===== src/rtl/hazard_controller.sv =====
// Pipeline hazard controller: load-use stalls, redirect flushes, memory-wait holds
// with a timeout halt, plus saturating stall/flush event counters.
module hazard_controller #(
    parameter int WAIT_LIMIT = 255
) (
    input  logic        clock,
    input  logic        reset_n,
    input  logic [4:0]  ID_RegisterRs,
    input  logic [4:0]  ID_RegisterRt,
    input  logic        ID_UsesRt,
    input  logic        EX_MemRead,
    input  logic [4:0]  EX_RegisterRt,
    input  logic        EX_Redirect,
    input  logic        MEM_Access,
    input  logic        MEM_Ready,
    input  logic        clear_counters,
    output logic        PC_Write,
    output logic        IF_ID_Write,
    output logic        IF_ID_Flush,
    output logic        ID_EX_Flush,
    output logic        PipeHold,
    output logic        MEM_WB_Flush,
    output logic        Timeout,
    output logic [1:0]  State,
    output logic [15:0] StallCount,
    output logic [15:0] FlushCount
);

    typedef enum logic [1:0] {
        RUN      = 2'b00,
        MEM_WAIT = 2'b01,
        HALT     = 2'b10
    } state_t;

    localparam logic [7:0] LAST_WAIT = 8'(WAIT_LIMIT - 1);

    state_t     state, state_next;
    logic [7:0] wait_cnt, wait_cnt_next;
    logic       mem_wait, load_use;
    logic       count_flush, count_stall;

    assign mem_wait = MEM_Access & ~MEM_Ready;
    assign load_use = EX_MemRead & (EX_RegisterRt != 5'd0) &
                      ((EX_RegisterRt == ID_RegisterRs) |
                       (ID_UsesRt & (EX_RegisterRt == ID_RegisterRt)));

    assign State = state;

    always_comb begin
        state_next    = state;
        wait_cnt_next = wait_cnt;
        PC_Write      = 1'b1;
        IF_ID_Write   = 1'b1;
        IF_ID_Flush   = 1'b0;
        ID_EX_Flush   = 1'b0;
        PipeHold      = 1'b0;
        MEM_WB_Flush  = 1'b0;
        count_flush   = 1'b0;
        count_stall   = 1'b0;

        case (state)
            RUN: begin
                wait_cnt_next = 8'd0;
                if (mem_wait)
                    state_next = MEM_WAIT;
            end
            MEM_WAIT: begin
                if (mem_wait) begin
                    wait_cnt_next = wait_cnt + 8'd1;
                    if (wait_cnt == LAST_WAIT)
                        state_next = HALT;
                end else begin
                    state_next = RUN;
                end
            end
            HALT: state_next = HALT;
            default: state_next = RUN;
        endcase

        // A memory wait masks redirects and load-use; they are counted once it clears.
        if (state == HALT) begin
            PC_Write    = 1'b0;
            IF_ID_Write = 1'b0;
            PipeHold    = 1'b1;
        end else if (mem_wait) begin
            PC_Write     = 1'b0;
            IF_ID_Write  = 1'b0;
            PipeHold     = 1'b1;
            MEM_WB_Flush = 1'b1;
        end else if (EX_Redirect) begin
            IF_ID_Flush = 1'b1;
            ID_EX_Flush = 1'b1;
            count_flush = 1'b1;
        end else if (load_use) begin
            PC_Write    = 1'b0;
            IF_ID_Write = 1'b0;
            ID_EX_Flush = 1'b1;
            count_stall = 1'b1;
        end

        if (!reset_n) begin
            PC_Write     = 1'b0;
            IF_ID_Write  = 1'b0;
            PipeHold     = 1'b0;
            IF_ID_Flush  = 1'b1;
            ID_EX_Flush  = 1'b1;
            MEM_WB_Flush = 1'b1;
            count_flush  = 1'b0;
            count_stall  = 1'b0;
        end
    end

    always_ff @(posedge clock) begin
        if (!reset_n) begin
            state      <= RUN;
            wait_cnt   <= 8'd0;
            Timeout    <= 1'b0;
            StallCount <= 16'd0;
            FlushCount <= 16'd0;
        end else begin
            state    <= state_next;
            wait_cnt <= wait_cnt_next;
            if (state_next == HALT)
                Timeout <= 1'b1;
            if (clear_counters) begin
                StallCount <= 16'd0;
                FlushCount <= 16'd0;
            end else begin
                if (count_stall && StallCount != 16'hFFFF)
                    StallCount <= StallCount + 16'd1;
                if (count_flush && FlushCount != 16'hFFFF)
                    FlushCount <= FlushCount + 16'd1;
            end
        end
    end

endmodule


===== config.mk =====
export PLATFORM = sky130hd
export DESIGN_NAME = hazard_controller
export DESIGN_NICKNAME = d
export VERILOG_FILES = /design/src/rtl/hazard_controller.sv
export SDC_FILE = /design/constraint.sdc
export NUM_CORES = 1
export LEC_CHECK = 0
export ABC_AREA = 1
export BUFFER_PORTS_ARGS = -buffer_cell sky130_fd_sc_hd__buf_4
export CAP_MARGIN = 20
export CORE_MARGIN = 5
export CORE_UTILIZATION = 40
export DETAILED_ROUTE_END_ITERATION = 8
export GPL_ROUTABILITY_DRIVEN = 1
export PLACE_DENSITY = 0.59
export SLEW_MARGIN = 10
export SYNTH_ARGS = -nofsm -noshare
export SYNTH_HDL_FRONTEND = slang
export SYNTH_SLANG_ARGS = --single-unit

===== constraint.sdc =====
create_clock -name clock -period 2.4 [get_ports clock]
set_input_delay 0.36 -clock clock [delete_from_list [all_inputs] [get_ports clock]]
set_output_delay 0.36 -clock clock [all_outputs]
set_load 0.1 [all_outputs]

==> results.sh, run 1 <==
export IMPL_syn_avg_cell_area_um2=6.80
export IMPL_grt_pass1_wl_um=10500
export IMPL_root_buffer="clkbuf_8"
export IMPL_synth_async_reset_ratio_pct=0
export IMPL_max_freq_ghz=0.543
export IMPL_ioPinCount=64
export IMPL_p_per_area_nw_per_um2=422
export IMPL_setup_viol=0
export IMPL_p_int_mw=1.00
export IMPL_drt_pass1_iterations=4
export IMPL_grt_setup_unrepaired="false"
export IMPL_arrival_ns=1.48
export IMPL_period_minus_slack_ns=1.84
export IMPL_power_frac_comb_pct=14.5
export IMPL_worstSetupPathType="in -> out"
export IMPL_initialDrtViolationCount=48
export IMPL_antenna_found_initial=0
export IMPL_cts_tree="built"
export IMPL_vias=2540
export IMPL_postCtsSetupRepairBufs=0
export IMPL_mostFrequentLayoutCell="nand2_1"
export IMPL_vias_per_cell=4.77
export IMPL_synth_area_um2=2660
export IMPL_wl_um=6010
export IMPL_drive_above_1_share_pct=26.4
export IMPL_critPathMaxFanout=4
export IMPL_hold_violations=0
export IMPL_cts_clk_slew_worst_paths_ns=0.08
export IMPL_fin_ws_ns=0.559
export IMPL_core_area_um2=6420
export IMPL_track_usage_pct=14.8
export IMPL_synth_seq_cells=43
export IMPL_rows=29
export IMPL_drcViolationCount=0
export IMPL_dp_hpwl_um=4680
export IMPL_timing_slew_headroom_pct=65.4
export IMPL_cts_htree_levels=2
export IMPL_final_setup_tns_ns=0
export IMPL_globalplace_congestion=0.785
export IMPL_pre_cts_ws_ns=0.541
export IMPL_syn_instance_count=391
export IMPL_switching_power_mw=0.385
export IMPL_area_growth_syn_to_layout_pct=23.8
export IMPL_clk_path_buf_depth=2
export IMPL_synth_edf_count=0
export IMPL_dieHeight_um=91.6
export IMPL_synth_cell_type_count=40
export IMPL_postRouteAntennaNets=0
export IMPL_grt_max_degree=27
export IMPL_critPathLaunchType="input port"
export IMPL_first_global_vias=2446
export IMPL_fin_crit_sh_pct=76.7
export IMPL_cap_violations=0
export IMPL_clockPowerShare_pct=33.9
export IMPL_final_max_slew_violation_count=0
export IMPL_clock_latency_ns=0.29
export IMPL_pwr_share_seq_pct=51.6
export IMPL_ys_warn_count=0
export IMPL_synth_nets=418
export IMPL_tightest_slew_ns=0.515
export IMPL_num_fill_cells=694
export IMPL_clock_sinks=43
export IMPL_critPathMostFrequentCell="nand2_1"
export IMPL_n_antenna_cell=0
export IMPL_end_kind="primary output"
export IMPL_die_x_um=91.6
export IMPL_crit_slowest_cell="buf_4"
export IMPL_fin_worst_skew_ns=0.00242
export IMPL_routedWlPerCell_um=11.3
export IMPL_cts_hold_repair_buffers=0
export IMPL_portBuffers=63
export IMPL_synth_top_area_cell="dfxtp_1"
export IMPL_most_common_layout_cells="nand2_1, buf_4, inv_1"
export IMPL_path_cells="buf_4 -> nand2_1 -> nand2_1 -> nor2_1 -> nand3_1 -> nand2_2 -> nand3_1 -> nand2_1 -> clkinvlp_4 -> buf_4"
export IMPL_peakVddDrop_uv=231
export IMPL_grt_overflow=0
export IMPL_slowest_delay_ns=0.23
export IMPL_synth_area_leaders="dfxtp_1, nand2_1, inv_1"
export IMPL_cts_resized_gates=0
export IMPL_synth_top_area_share_pct=32.4
export IMPL_crit_required_ns=2.04
export IMPL_cts_buffers=5
export IMPL_outcome="finished clean"
export IMPL_nets=482
export IMPL_p_sw_share_pct=27.7
export IMPL_dieArea_um2=8380
export IMPL_ys_seq_area_share_pct=32.4
export IMPL_synth_flop_cell="dfxtp_1"
export IMPL_p_leak_nw=1.43
export IMPL_hp_class="in -> reg"
export IMPL_initial_core_util_pct=41.4
## logic make-up (layout without fill, tap and decap cells)
kind of cell               after synthesis  after routing  synth area share (%)
and+or+nand+nor                        215            215                  41.6
buffers and inverters                   67            131                  11.0
AOI/OAI and AO/OA                       57             57                  11.5
DFF                                     43             43                  32.4
xor gates and xnor gates                 5              5                  1.65
adders and majority gates                4              4                  1.88
## through the flow
step	instances	hold slack, ns	power (mW)	util, %	area (um^2)
floorplan	391	0.447	0.880	-	2690
global placement	525	0.440	0.936	49.9	3210
detailed placement	525	0.465	0.937	49.9	3210
CTS	532	0.360	1.41	51.3	3290
global route	532	0.366	1.45	51.3	3290
finish	532	0.364	1.39	51.3	3290
## cells in the mapped netlist, types with 2 or more instances
library cell and count:
a21oi_1 33, nand3_1 25, nor2_4 4, xor2_1 2, nor3_1 12, o21ai_1 4, nand2_2 3, buf_4 2
nor2_2 3, nand4_4 3, nand2_4 5, nor2_1 47, nor3_2 2, nand2_1 96, nand4_1 5, ha_1 4
xnor2_1 3, a221oi_1 2, inv_4 3, o21ai_0 13, inv_1 48, dfxtp_1 43, nor2_8 3, inv_2 9
clkbuf_1 2
## state kept, by name, indices dropped and copies added, names as in the netlist
name and count:
wait_cnt 8, StallCount 16, FlushCount 16, Timeout 1, State 2
## metal layers
| layer | track usage [%] | part of all wire [%] | up-vias |
|---|---|---|---|
| met4 | 4.52 | 1.3 | 0 |
| li1 | - | - | 1378 |
| met3 | 3.22 | 4.4 | 7 |
| met1 | 17.9 | 46 | 1111 |
| met5 | 0 | 0 | - |
| met2 | 26.1 | 48 | 44 |
## power by group through the flow
stage               Sequential (mW)  Combinational [mW]  Clock [mW]
floorplan                     0.743               0.136           0
finish                        0.717               0.201       0.471
CTS                           0.717               0.204       0.494
global placement              0.734               0.202           0
global route                  0.717               0.220       0.516
detailed placement            0.734               0.204           0
## worst paths after layout
path,start,end,slack [ns],depth (start not counted)
setup / recovery,EX_RegisterRt[0],IF_ID_Write,0.56,10
hold / removal,reset_n,Timeout,0.36,3
setup reg to reg,StallCount[1],StallCount[13],0.67,10
hold reg to reg,FlushCount[0],FlushCount[0],0.48,1
## worst max-delay path: cells and delay by family
family / cells / cell delay (ns)
simple gates: 7 / 0.66
buf+inv: 3 / 0.46
## layout make-up
class | instances | area, um^2 | share of cell area, %
Clock buffer | 6 | 82.6 | 2.51
Clock inverter | 1 | 5.00 | 0.152
Inverter | 60 | 236 | 7.18
Multi-Input combinational cell | 281 | 1530 | 46.3
Sequential cell | 43 | 867 | 26.3
Tap cell | 77 | 96.3 | 2.93
Timing Repair Buffer | 64 | 480 | 14.6
Power figures use the tool's default switching activity.
==> inputs of run 2 (changes only) <==
Settings changed: ABC_AREA 1 to 0, PLACE_DENSITY 0.59 to 0.62.
Clock period 2.4 ns to 1.55 ns, I/O delays scaled along.
==> run 2 against run 1 <==
Net effect: the run now ends with setup timing left; clock skew increased by 0.0051 ns; critical path type unchanged; area after synthesis decreased by 12%; critical endpoint is now PC_Write; sequential power increased by 46%; first-iteration DRC count increased by 120%; clock-buffer cell count unchanged; non-clock buffer count increased by 90; setup slack got worse by 0.78 ns.
==> results.sh, run 2 <==
export IMPL_first_global_vias=2469
export IMPL_n_antenna_cell=0
export IMPL_worst_path_buf_inv=2
export IMPL_cap_violations=0
export IMPL_cp_startpoint="EX_RegisterRt[1]"
export IMPL_yosysMostFrequentCell="dfxtp_1"
export IMPL_wl_um=7220
export IMPL_initialDrtViolationCount=105
export IMPL_p_leak_nw=1.79
export IMPL_cts_clk_slew_worst_paths_ns=0.08
export IMPL_max_freq_ghz=0.564
export IMPL_grt_pass1_wl_um=11300
export IMPL_synth_area_um2=2350
export IMPL_crit_required_ns=1.32
export IMPL_dieArea_um2=7510
export IMPL_seqCellArea_um2=983
export IMPL_mostFrequentLayoutCell="buf_4"
export IMPL_synth_seq_cells=43
export IMPL_fin_crit_sh_pct=114
export IMPL_syn_avg_cell_area_um2=8.43
export IMPL_synth_async_reset_ratio_pct=0
export IMPL_antenna_found_initial=0
export IMPL_dieHeight_um=86.7
export IMPL_synth_edf_count=0
export IMPL_synth_top_area_cell="dfxtp_1"
export IMPL_path_cells="buf_8 -> or4_4 -> o21a_4 -> nand2_4 -> o211a_4 -> buf_12"
export IMPL_dp_hpwl_um=5120
export IMPL_critPathMaxFanout=3
export IMPL_end_kind="primary output"
export IMPL_slowest_delay_ns=0.53
export IMPL_cts_htree_levels=2
export IMPL_num_fill_cells=410
export IMPL_syn_instance_count=279
export IMPL_reg_top3="FlushCount (16), StallCount (16), wait_cnt (8)"
export IMPL_portBuffers=63
export IMPL_clock_latency_ns=0.30
export IMPL_nets=456
export IMPL_ioPinCount=64
export IMPL_final_max_slew_violation_count=0
export IMPL_place_area_um2=3700
export IMPL_die_x_um=86.7
export IMPL_arrival_ns=1.54
export IMPL_grt_overflow=0
export IMPL_routedWlPerCell_um=14.3
export IMPL_drcViolationCount=0
export IMPL_finalInstanceArea_um2=4340
export IMPL_rr_worst_depth=6
export IMPL_drive_above_1_share_pct=61.6
export IMPL_root_buffer="clkbuf_8"
export IMPL_failed_checks="setup timing"
export IMPL_rows=28
export IMPL_postRouteAntennaNets=0
export IMPL_multi_input_area_um2=1810
export IMPL_timing_slew_headroom_pct=78.4
export IMPL_synth_nets=306
export IMPL_crit_path_end="PC_Write"
export IMPL_clk_path_buf_depth=2
export IMPL_cts_tree="built"
export IMPL_drt_pass1_iterations=6
export IMPL_area_growth_syn_to_layout_pct=84.7
export IMPL_r2r_end="StallCount[8]"
export IMPL_r2r_slack_ns=-0.15
export IMPL_fin_ws_ns=-0.223
export IMPL_yosys_top_cells_count="dfxtp_1, nor2_1, a21oi_1"
export IMPL_fin_worst_skew_ns=0.00757
export IMPL_cts_buffers=5
export IMPL_clock_sinks=43
export IMPL_most_common_layout_cells="buf_4, dfxtp_4, nor2_1"
export IMPL_synth_area_leaders="dfxtp_1, a21oi_1, xnor2_1"
export IMPL_outcome="complete, but fails checks"
export IMPL_grt_max_degree=29
export IMPL_crit_slowest_cell="or4_4"
export IMPL_synth_flop_cell="dfxtp_1"
export IMPL_period_minus_slack_ns=1.77
export IMPL_ys_warn_count=0
export IMPL_p_per_area_nw_per_um2=516
export IMPL_hp_class="in -> reg"
export IMPL_peakVddDrop_uv=473
export IMPL_critPathLaunchType="input port"
export IMPL_vias_per_cell=5.17
export IMPL_vias=2611
export IMPL_hold_worst_slack_ns=0.332
export IMPL_worstSetupPathType="in -> out"
export IMPL_core_area_um2=5820
export IMPL_hold_violations=0
export IMPL_grt_setup_unrepaired="true"
export IMPL_crit_family="simple AND/OR/NAND/NOR gates"
export IMPL_setup_viol=33
export IMPL_initial_core_util_pct=40.4
export IMPL_power_mw=2.24
export IMPL_track_usage_pct=18.9
export IMPL_synth_cell_type_count=59
export IMPL_synth_top_area_share_pct=36.6
export IMPL_cp_depth=6
export IMPL_globalplace_congestion=0.793
export IMPL_ys_seq_area_share_pct=36.6
export IMPL_r2r_start="State[1]"
export IMPL_tightest_slew_ns=0.320
-- run 2: final cells by class --
cell class | count | share of cell area [%]
multi-input combinational | 219 | 41.6
timing repair buffer | 154 | 30.9
sequential | 43 | 22.7
tap | 75 | 2.16
clock buffer | 6 | 1.90
inverter | 6 | 0.519
clock inverter | 2 | 0.259
-- run 2: worst min path at each step --
stage                               from             end  slack, ns  depth (start not counted)
after global placement           Timeout         Timeout       0.45                          1
final                     clear_counters  FlushCount[12]       0.33                          4
after global routing      clear_counters  FlushCount[12]       0.34                          4
after CTS                 clear_counters  FlushCount[12]       0.33                          4
after floorplan           clear_counters  FlushCount[12]       0.43                          2
after detailed placement         Timeout         Timeout       0.46                          1
-- run 2: per-stage QoR --
stage / std cells / setup slack, ns / TNS, ns / util, %
floorplan: 279 / -0.453 / -7.54 / -
global placement: 477 / -0.357 / -6.39 / 63.6
detailed placement: 477 / -0.371 / -7.25 / 63.6
CTS: 501 / -0.261 / -3.42 / 72.1
global route: 505 / -0.251 / -5.74 / 74.7
finish: 505 / -0.223 / -2.95 / 74.7
-- run 2: repair_timing --
action	in CTS	in global routing
gates cloned	0	0
hold buffers	0	0
pin swaps	34	31
endpoints found under the setup margin	34	39
gates resized for setup	63	28
setup buffers	16	6
-- run 2: cells by family after synthesis --
group	share of synthesized area (%)
AND/OR/NAND/NOR	33.0
XOR/XNOR	8.83
multiplexers	0.426
adder cells (fa/ha/maj)	2.13
flip-flops	36.6
AO/OA/AOI/OAI	15.6
buffers and inverters	3.35
-- run 2: power breakdown --
group / switching [mW] / internal [mW] / total [mW]
sequential: 0.00251 / 1.05 / 1.05
clock: 0.401 / 0.356 / 0.758
combinational: 0.223 / 0.206 / 0.428
-- run 2: worst reg2reg max path, stage by stage, from the launching register on --
cell	delay (ns)
dfxtp_4	0.35
or2b_4	0.21
and3_4	0.19
nand4_1	0.13
buf_12	0.19
or4_1	0.41
a21oi_1	0.14
-- run 2: routing by layer --
| layer | up-vias | GRT usage [%] | wire [um] |
|---|---|---|---|
| met4 | 0 | 6.23 | 127 |
| met2 | 72 | 32.1 | 3570 |
| met3 | 12 | 3.61 | 411 |
| met5 | - | 0 | 0 |
| li1 | 1324 | - | - |
| met1 | 1203 | 23.9 | 3110 |
==> inputs of run 3 (changes only) <==
Settings changed: CELL_PAD_IN_SITES_DETAIL_PLACEMENT set to 0, CELL_PAD_IN_SITES_GLOBAL_PLACEMENT set to 1, CORE_UTILIZATION 40 to 34, PLACE_DENSITY 0.62 to 0.71, RECOVER_POWER set to 100.
==> run 3 against run 2 <==
Net effect: the flow still finishes with violations (setup timing); power down 2.4%; critical path depth did not move; clock power fell by 8.0%; clock skew up 0.0024 ns; critical path type unchanged; largest power group unchanged.
==> results.sh, run 3 (synthesis gave the netlist of run 2 again) <==
export IMPL_wl_met1_um=3440
export IMPL_r2r_end="StallCount[8]"
export IMPL_routedWlPerCell_um=14.6
export IMPL_holdCritStartpoint="clear_counters"
export IMPL_clock_sinks=43
export IMPL_clockPowerShare_pct=31.9
export IMPL_cts_htree_levels=2
export IMPL_cts_hold_repair_buffers=0
export IMPL_fin_crit_sh_pct=115
export IMPL_core_area_um2=6760
export IMPL_die_x_um=93.2
export IMPL_setup_viol=31
export IMPL_grt_pass1_wl_um=12200
export IMPL_power_frac_comb_pct=19.9
export IMPL_drive_above_1_share_pct=61.1
export IMPL_hold_worst_slack_ns=0.328
export IMPL_max_freq_ghz=0.563
export IMPL_cts_clk_slew_worst_paths_ns=0.08
export IMPL_fin_ws_ns=-0.225
export IMPL_root_buffer="clkbuf_8"
export IMPL_track_usage_pct=17.3
export IMPL_period_minus_slack_ns=1.78
export IMPL_peakVddDrop_uv=312
export IMPL_end_kind="primary output"
export IMPL_first_global_vias=2569
export IMPL_p_per_area_nw_per_um2=506
export IMPL_min_path_cells=4
export IMPL_fin_cells=512
export IMPL_critPathMaxFanout=3
export IMPL_p_int_mw=1.58
export IMPL_cts_buffers=5
export IMPL_wl_um=7490
export IMPL_outcome="complete, but fails checks"
export IMPL_slowest_delay_ns=0.53
export IMPL_switching_power_mw=0.610
export IMPL_most_common_layout_cells="buf_4, dfxtp_4, buf_2"
export IMPL_wl_met3_um=348
export IMPL_grt_setup_unrepaired="true"
export IMPL_clock_latency_ns=0.29
export IMPL_crit_required_ns=1.32
export IMPL_postRouteAntennaNets=0
export IMPL_r2r_slack_ns=-0.17
export IMPL_cts_tree="built"
export IMPL_hold_violations=0
export IMPL_critPathLaunchType="input port"
export IMPL_rows=30
export IMPL_clk_path_buf_depth=2
export IMPL_dieHeight_um=93.2
export IMPL_initialDrtViolationCount=58
export IMPL_mostFrequentLayoutCell="buf_4"
export IMPL_dr_wl_met2_um=3640
export IMPL_tightest_slew_ns=0.545
export IMPL_nets=458
export IMPL_pwr_share_seq_pct=48.2
export IMPL_rr_worst_depth=6
export IMPL_dieArea_um2=8680
export IMPL_grt_overflow=0
export IMPL_drt_pass1_iterations=4
export IMPL_grt_max_degree=29
export IMPL_cap_violations=0
export IMPL_hold_path_endpoint="StallCount[7]"
export IMPL_ioPinCount=64
export IMPL_path_cells="buf_8 -> or4_4 -> o21a_4 -> nand2_4 -> o211a_4 -> buf_12"
export IMPL_hp_class="in -> reg"
export IMPL_portBuffers=63
export IMPL_worstSetupPathType="in -> out"
export IMPL_vias=2578
export IMPL_dp_cells=487
export IMPL_fin_util_pct=63.9
export IMPL_reg_top3="FlushCount (16), StallCount (16), wait_cnt (8)"
export IMPL_globalplace_congestion=0.843
export IMPL_final_max_slew_violation_count=0
export IMPL_r2r_start="State[1]"
export IMPL_area_growth_syn_to_layout_pct=83.6
export IMPL_failed_checks="setup timing"
export IMPL_antenna_found_initial=0
export IMPL_crit_slowest_cell="or4_4"
export IMPL_fin_worst_skew_ns=0.00995
export IMPL_drcViolationCount=0
export IMPL_arrival_ns=1.54
export IMPL_n_antenna_cell=0
export IMPL_vias_per_cell=5.04
export IMPL_p_leak_nw=1.84
export IMPL_initial_core_util_pct=34.8
export IMPL_p_sw_share_pct=27.9
export IMPL_dp_hpwl_um=5260
export IMPL_routed_top_layer="met4"
export IMPL_timing_slew_headroom_pct=63.8
[run 3: cell types whose count changed in the layout (fill, tap and decap cells not counted), sizes merged]
cell,before,now
clkbuf,6,17
buf,154,146
clkinvlp,1,0
[run 3: layer usage]
metal	vias up	GRT usage, %
met4	0	5.01
met3	4	3.70
li1	1327	-
met2	57	28.3
met5	-	0
met1	1190	22.8
[run 3: cell type report]
| class | count | area, um^2 |
|---|---|---|
| fill | 572 | 2440 |
| multi-input combinational | 219 | 1820 |
| timing repair buffer | 156 | 1310 |
| sequential | 43 | 981 |
| tap | 80 | 100 |
| clock buffer | 7 | 76.3 |
| inverter | 6 | 22.5 |
| clock inverter | 1 | 5.00 |
[run 3: critical path, delay by kind of cell]
family / cells / cell delay (ns)
AOI/OAI and AO/OA: 2 / 0.42
buffers and inverters: 2 / 0.27
and+or+nand+nor: 2 / 0.61
[run 3: what timing repair did]
item / 4_1_cts / 5_1_grt
setup buffers: 11 / 8
pin swaps: 25 / 34
endpoints found under the setup margin: 32 / 42
gates resized for setup: 59 / 49
[run 3: per-stage QoR]
| step | instance area (um^2) | power (mW) | setup WS [ns] | setup TNS [ns] |
|---|---|---|---|---|
| after global routing | 4320 | 2.30 | -0.253 | -5.34 |
| after CTS | 4150 | 2.19 | -0.259 | -3.08 |
| after global placement | 3730 | 1.41 | -0.379 | -6.11 |
| after floorplan | 2670 | 1.29 | -0.453 | -7.54 |
| after detailed placement | 3730 | 1.41 | -0.405 | -7.24 |
| final | 4320 | 2.19 | -0.225 | -2.92 |
[run 3: how the worst max path moves through the flow]
| stage | start | end | cells after the start |
|---|---|---|---|
| 6_report | EX_RegisterRt[4] | IF_ID_Write | 6 |
| 5_1_grt | ID_RegisterRs[1] | ID_EX_Flush | 9 |
| 4_1_cts | ID_RegisterRs[1] | ID_EX_Flush | 9 |
| 3_5_place_dp | EX_RegisterRt[1] | ID_EX_Flush | 9 |
| 3_3_place_gp | EX_RegisterRt[1] | IF_ID_Write | 6 |
| 2_1_floorplan | State[1] | ID_EX_Flush | 5 |
[run 3: power by group through the flow]
| stage | Sequential [mW] | Clock [mW] | Combinational (mW) |
|---|---|---|---|
| after CTS | 1.05 | 0.731 | 0.408 |
| final | 1.05 | 0.697 | 0.434 |
| after global placement | 1.08 | 0 | 0.329 |
| after floorplan | 1.10 | 0 | 0.199 |
| after global routing | 1.05 | 0.788 | 0.457 |
| after detailed placement | 1.08 | 0 | 0.332 |
